===== src/rtl/rr_arbiter_pkg.sv =====
// Shared types and widths for the 4-requester round-robin arbiter.
// No logic lives here; latency not applicable.
// No backpressure; definitions only.
package rr_arbiter_pkg;

  typedef enum logic [0:0] {
    S_IDLE  = 1'b0,
    S_GRANT = 1'b1
  } state_t;

  localparam int N_REQ  = 4;
  localparam int IDX_W  = 2;
  localparam int HOLD_W = 8;

endpackage


===== src/rtl/rr_pick_4.sv =====
// Rotated priority encoder: first set req bit scanning ptr, ptr+1, ... mod 4.
// Purely combinational, zero latency.
// No backpressure; any=0 means nothing to pick and idx is don't-care (returns ptr).
module rr_pick_4
  import rr_arbiter_pkg::*;
(
  input  logic [N_REQ-1:0] req,
  input  logic [IDX_W-1:0] ptr,
  output logic             any,
  output logic [IDX_W-1:0] idx
);

  logic [IDX_W-1:0] cand;

  // Walk offsets from farthest to nearest so the nearest set bit to ptr wins last.
  always_comb begin
    any  = |req;
    idx  = ptr;
    cand = ptr;
    for (int i = N_REQ - 1; i >= 0; i--) begin
      cand = ptr + IDX_W'(i);
      if (req[cand]) begin
        idx = cand;
      end
    end
  end

endmodule


===== src/rtl/rr_arbiter_4.sv =====
// Four-requester round-robin arbiter with grant hold, release handshake and hold timeout.
// Latency: req to grant_valid is one cycle; every grant is followed by a one-cycle idle bubble.
// Backpressure: none; the owner ends its grant with release_pulse or by dropping req, else MAX_HOLD revokes it.
module rr_arbiter_4
  import rr_arbiter_pkg::*;
#(
  parameter int unsigned MAX_HOLD = 8
)(
  input  logic             clk,
  input  logic             rst,
  input  logic             ena,
  input  logic [N_REQ-1:0] req,
  // Owner's end-of-grant pulse ("release" itself is a reserved word).
  input  logic             release_pulse,
  output logic             grant_valid,
  output logic [IDX_W-1:0] grant_idx,
  output logic             timeout
);

  // Value of hold_cnt on the last cycle a grant may be held; unused when MAX_HOLD is 0.
  localparam logic [HOLD_W-1:0] HOLD_LAST =
    HOLD_W'((MAX_HOLD == 0) ? 0 : (MAX_HOLD - 1));

  state_t           state;
  logic [IDX_W-1:0] ptr;
  logic [HOLD_W-1:0] hold_cnt;

  logic             pick_any;
  logic [IDX_W-1:0] pick_idx;
  logic             owner_done;
  logic             hold_expired;
  logic [IDX_W-1:0] ptr_after;

  rr_pick_4 u_pick (
    .req (req),
    .ptr (ptr),
    .any (pick_any),
    .idx (pick_idx)
  );

  // Grant-ending conditions and the rotated pointer used after a normal or timed-out end.
  always_comb begin
    owner_done   = release_pulse || !req[grant_idx];
    hold_expired = (MAX_HOLD != 0) && (hold_cnt == HOLD_LAST);
    ptr_after    = grant_idx + IDX_W'(1);
  end

  // Arbitration FSM; all outputs registered here.
  always_ff @(posedge clk) begin
    if (rst) begin
      state       <= S_IDLE;
      ptr         <= '0;
      hold_cnt    <= '0;
      grant_valid <= 1'b0;
      grant_idx   <= '0;
      timeout     <= 1'b0;
    end else begin
      timeout <= 1'b0;
      case (state)
        S_IDLE: begin
          if (ena && pick_any) begin
            state       <= S_GRANT;
            grant_idx   <= pick_idx;
            grant_valid <= 1'b1;
            hold_cnt    <= '0;
          end else begin
            grant_valid <= 1'b0;
          end
        end
        S_GRANT: begin
          if (hold_cnt != '1) begin
            hold_cnt <= hold_cnt + HOLD_W'(1);
          end
          // Disable wins: the owner keeps its turn, so ptr stays put.
          if (!ena) begin
            state       <= S_IDLE;
            grant_valid <= 1'b0;
          end else if (owner_done) begin
            // A release coinciding with the hold limit is a clean release, no timeout.
            state       <= S_IDLE;
            grant_valid <= 1'b0;
            ptr         <= ptr_after;
          end else if (hold_expired) begin
            state       <= S_IDLE;
            grant_valid <= 1'b0;
            ptr         <= ptr_after;
            timeout     <= 1'b1;
          end
        end
        default: begin
          state       <= S_IDLE;
          grant_valid <= 1'b0;
        end
      endcase
    end
  end

endmodule

===== config.mk =====
export PLATFORM = sky130hd
export DESIGN_NAME = rr_arbiter_4
export DESIGN_NICKNAME = d
export VERILOG_FILES = /design/src/rtl/rr_arbiter_pkg.sv /design/src/rtl/rr_pick_4.sv /design/src/rtl/rr_arbiter_4.sv
export SDC_FILE = /design/constraint.sdc
export NUM_CORES = 1
export LEC_CHECK = 0
export ABC_CLOCK_PERIOD_IN_PS = 2790
export CAP_MARGIN = 40
export CELL_PAD_IN_SITES_DETAIL_PLACEMENT = 2
export CELL_PAD_IN_SITES_GLOBAL_PLACEMENT = 2
export CORE_ASPECT_RATIO = 0.7
export CORE_MARGIN = 2
export CORE_UTILIZATION = 34
export DETAILED_ROUTE_END_ITERATION = 8
export GPL_ROUTABILITY_DRIVEN = 0
export PLACE_DENSITY = 0.9
export SYNTH_ARGS = -nofsm -noshare
export SYNTH_HDL_FRONTEND = slang
export SYNTH_HIERARCHICAL = 1
export SYNTH_SLANG_ARGS = --single-unit

===== constraint.sdc =====
create_clock -name clk -period 2.79 [get_ports clk]
set_clock_uncertainty 0.2 [all_clocks]
set_input_delay 0.558 -clock clk [delete_from_list [all_inputs] [get_ports clk]]
set_output_delay 0.558 -clock clk [all_outputs]
set_load 0.05 [all_outputs]

==> results.yml <==
critical_path:
  rr_endpoint: "ptr[1]"
  arrival_ns: 1.55
  cp_cell_sequence: "clkdlybuf4s50_1"
  reg2reg_slack_ns: 0.87
  reg2reg_from: "hold_cnt[0]"
  cp_top_family: "buffers and inverters"
  cp-end-kind: "output port"
  crit_type: "reg2out"
  reg2reg_depth: 4
  cp_max_fo: 4
  crit_slowest_cell: "clkdlybuf4s50_1"
  worstSetupStartpointType: "flop"
  cp_num_buf_inv: 1
  required_ns: 2.03
  critPathMaxStageDelay_ns: 0.85
cts:
  ctsLongestPathBuffers: 2
  numCtsBuffers: 3
  cts_tree: "done"
  root_buffer: "clkbuf_8"
  post_cts_resized: 0
  clk_pin_slew_ns: 0.07
  postCtsSetupRepairBufs: 0
  htree_levels: 1
  clock_sinks: 15
  clkLatencyLatePin_ns: 0.25
  hold_buffers: 0
synthesis:
  synth.most_common_cell: "dfxtp_1"
  yosys.area.top_type: "dfxtp_1"
  yosys_warnings: 6
  synthTopCellsByCount: "dfxtp_1 (15), nand2_1 (12), a21oi_1 (9)"
  syn_area_um2: 917
  ys_seq_area_frac: 0.327
  synth_cells: 106
  syn-num-nets: 115
  async_flop_share: 0
  synth_top_area_frac: 0.327
  ys_ff_latch: 15
  synthTopCellsByArea: "dfxtp_1 (33%), a21oi_1 (4.9%), a311oi_2 (4.9%)"
  synth_edf_count: 0
  synthFlopType: "dfxtp_1"
  synth_area_per_cell_um2: 8.65
  ys_types: 43
global_route:
  antenna_found_initial: 0
  grt_max_degree: 18
  grt_first_pass_wirelength_um: 4570
  grt_overflow_total: 0
  grt_pass1_vias: 873
  grt_usage: 0.202
route:
  via_per_inst: 5.68
  wl_um: 2720
  first_pass_iters: 3
  drt_iter0_drc: 22
  ant_nets: 0
  wl_per_cell_um: 17.9
  route.vias.total: 863
  drc: 0
sta:
  slew_violations: 0
  worst_pin_slew_ns: 0.497
  finalSetupViolCount: 0
  fmaxAchievable_ghz: 0.434
  post-route-period-util: 0.827
  min_period_ns: 2.31
  rsz0062_at_grt: "false"
  timing.final.hold_violations: 0
  max-slew-margin-rel: 0.668
  tns_ns: 0
status:
  status: "complete, no violations"
die:
  num_rows: 15
  dieArea_um2: 3140
  core_um2: 2510
  start_util: 0.365
  die_height_um: 47.5
  pin_count: 12
  die_x_um: 66.1
power_and_ir_drop:
  p_int_mw: 0.356
  switchingPower_mw: 0.137
  p_clk_frac: 0.375
  power_density_nw_per_um2: 445
  swShare: 0.278
  combPwrFrac: 0.166
  power_mw: 0.493
  peakVddDrop_mv: 0.289
  p_seq_frac: 0.459
  p_leak_nw: 0.373
final_layout:
  final_nets: 128
  drive_above_1_share: 0.161
  area_delta_synth_final_pct: 20.7
  layout.cells.non_filler: 152
  antenna_cells: 0
  fill_cells: 289
min_path:
  hold_end: "grant_valid"
  min_path_cells: 2
  min-delay-start: "grant_valid"
  hold_class: "reg2reg"
placement:
  dp_cells: 148
  dpl.hpwl_um: 2080
  port-buffer-count: 11
flow_run:
  max_cap_violations: 0
[state kept, by name, summed over array words and instances, names as in the netlist]
register,cells
ptr,2
grant_idx,2
grant_valid,1
hold_cnt,8
state,1
timeout,1
[cells by family (layout without fill, tap and decap cells)]
kind of cell    count (synthesis)  in the layout  share of synthesized area
simple gates                   49             49                      0.308
fa+ha+maj                       1              1                     0.0136
flops                          15             15                      0.327
buf+inv                         9             21                     0.0409
compound gates                 29             29                      0.263
xor+xnor                        1              1                    0.00955
mux                             2              2                     0.0368
[through the flow]
stage	hold slack [ns]	utilization	cell area, µm²	worst slack (ns)
after floorplan	0.278	-	917	0.704
after global placement	0.283	0.422	1060	0.397
after detailed placement	0.297	0.422	1060	0.345
after CTS	0.306	0.440	1110	0.464
after global routing	0.341	0.440	1110	0.426
final	0.303	0.440	1110	0.483
[metal layers]
layer	global-route usage	vias up	share of wire
met5	0	-	0
met4	0.0490	0	0.0084
li1	-	430	-
met2	0.335	8	0.43
met3	0.0565	5	0.026
met1	0.270	420	0.53
[how the worst max path moves through the flow]
stage / to / slack [ns] / start / cells past startpoint
floorplan: ptr[1] / 0.70 / grant_idx[0] / 3
global placement: ptr[1] / 0.40 / req[3] / 4
detailed placement: ptr[1] / 0.34 / req[3] / 4
CTS: grant_idx[0] / 0.46 / grant_idx[0] / 1
global route: grant_idx[0] / 0.43 / grant_idx[0] / 1
finish: grant_idx[1] / 0.48 / grant_idx[1] / 1
[power groups by stage]
stage | Clock (mW) | Sequential, mW | Combinational, mW
2_1_floorplan | 0 | 0.238 | 0.0423
3_3_place_gp | 0 | 0.230 | 0.0791
3_5_place_dp | 0 | 0.231 | 0.0827
4_1_cts | 0.190 | 0.227 | 0.0828
5_1_grt | 0.202 | 0.227 | 0.0899
6_report | 0.185 | 0.226 | 0.0820
[placed cells by master (no fill, tap or decap), types with 4 or more instances in the layout]
master	n
nand3_1	6
inv_1	4
a21oi_1	9
nor2_1	6
dfxtp_1	15
nand2_1	12
clkdlybuf4s50_1	11
[tightest hold or removal path, cell delays in order (launching register included)]
cell and delay [ns]:
dfxtp_1 0.31, nand4b_1 0.09, a21oi_1 0.06
[cell type report]
type | instances | area (µm²) | share of cell area
Inverter | 4 | 15.0 | 0.0136
Timing Repair Buffer | 13 | 125 | 0.113
Tap cell | 34 | 42.5 | 0.0384
Multi-Input combinational cell | 82 | 579 | 0.523
Clock buffer | 4 | 45.0 | 0.0407
Sequential cell | 15 | 300 | 0.271
Note: power is estimated with default switching activity, not from simulation.
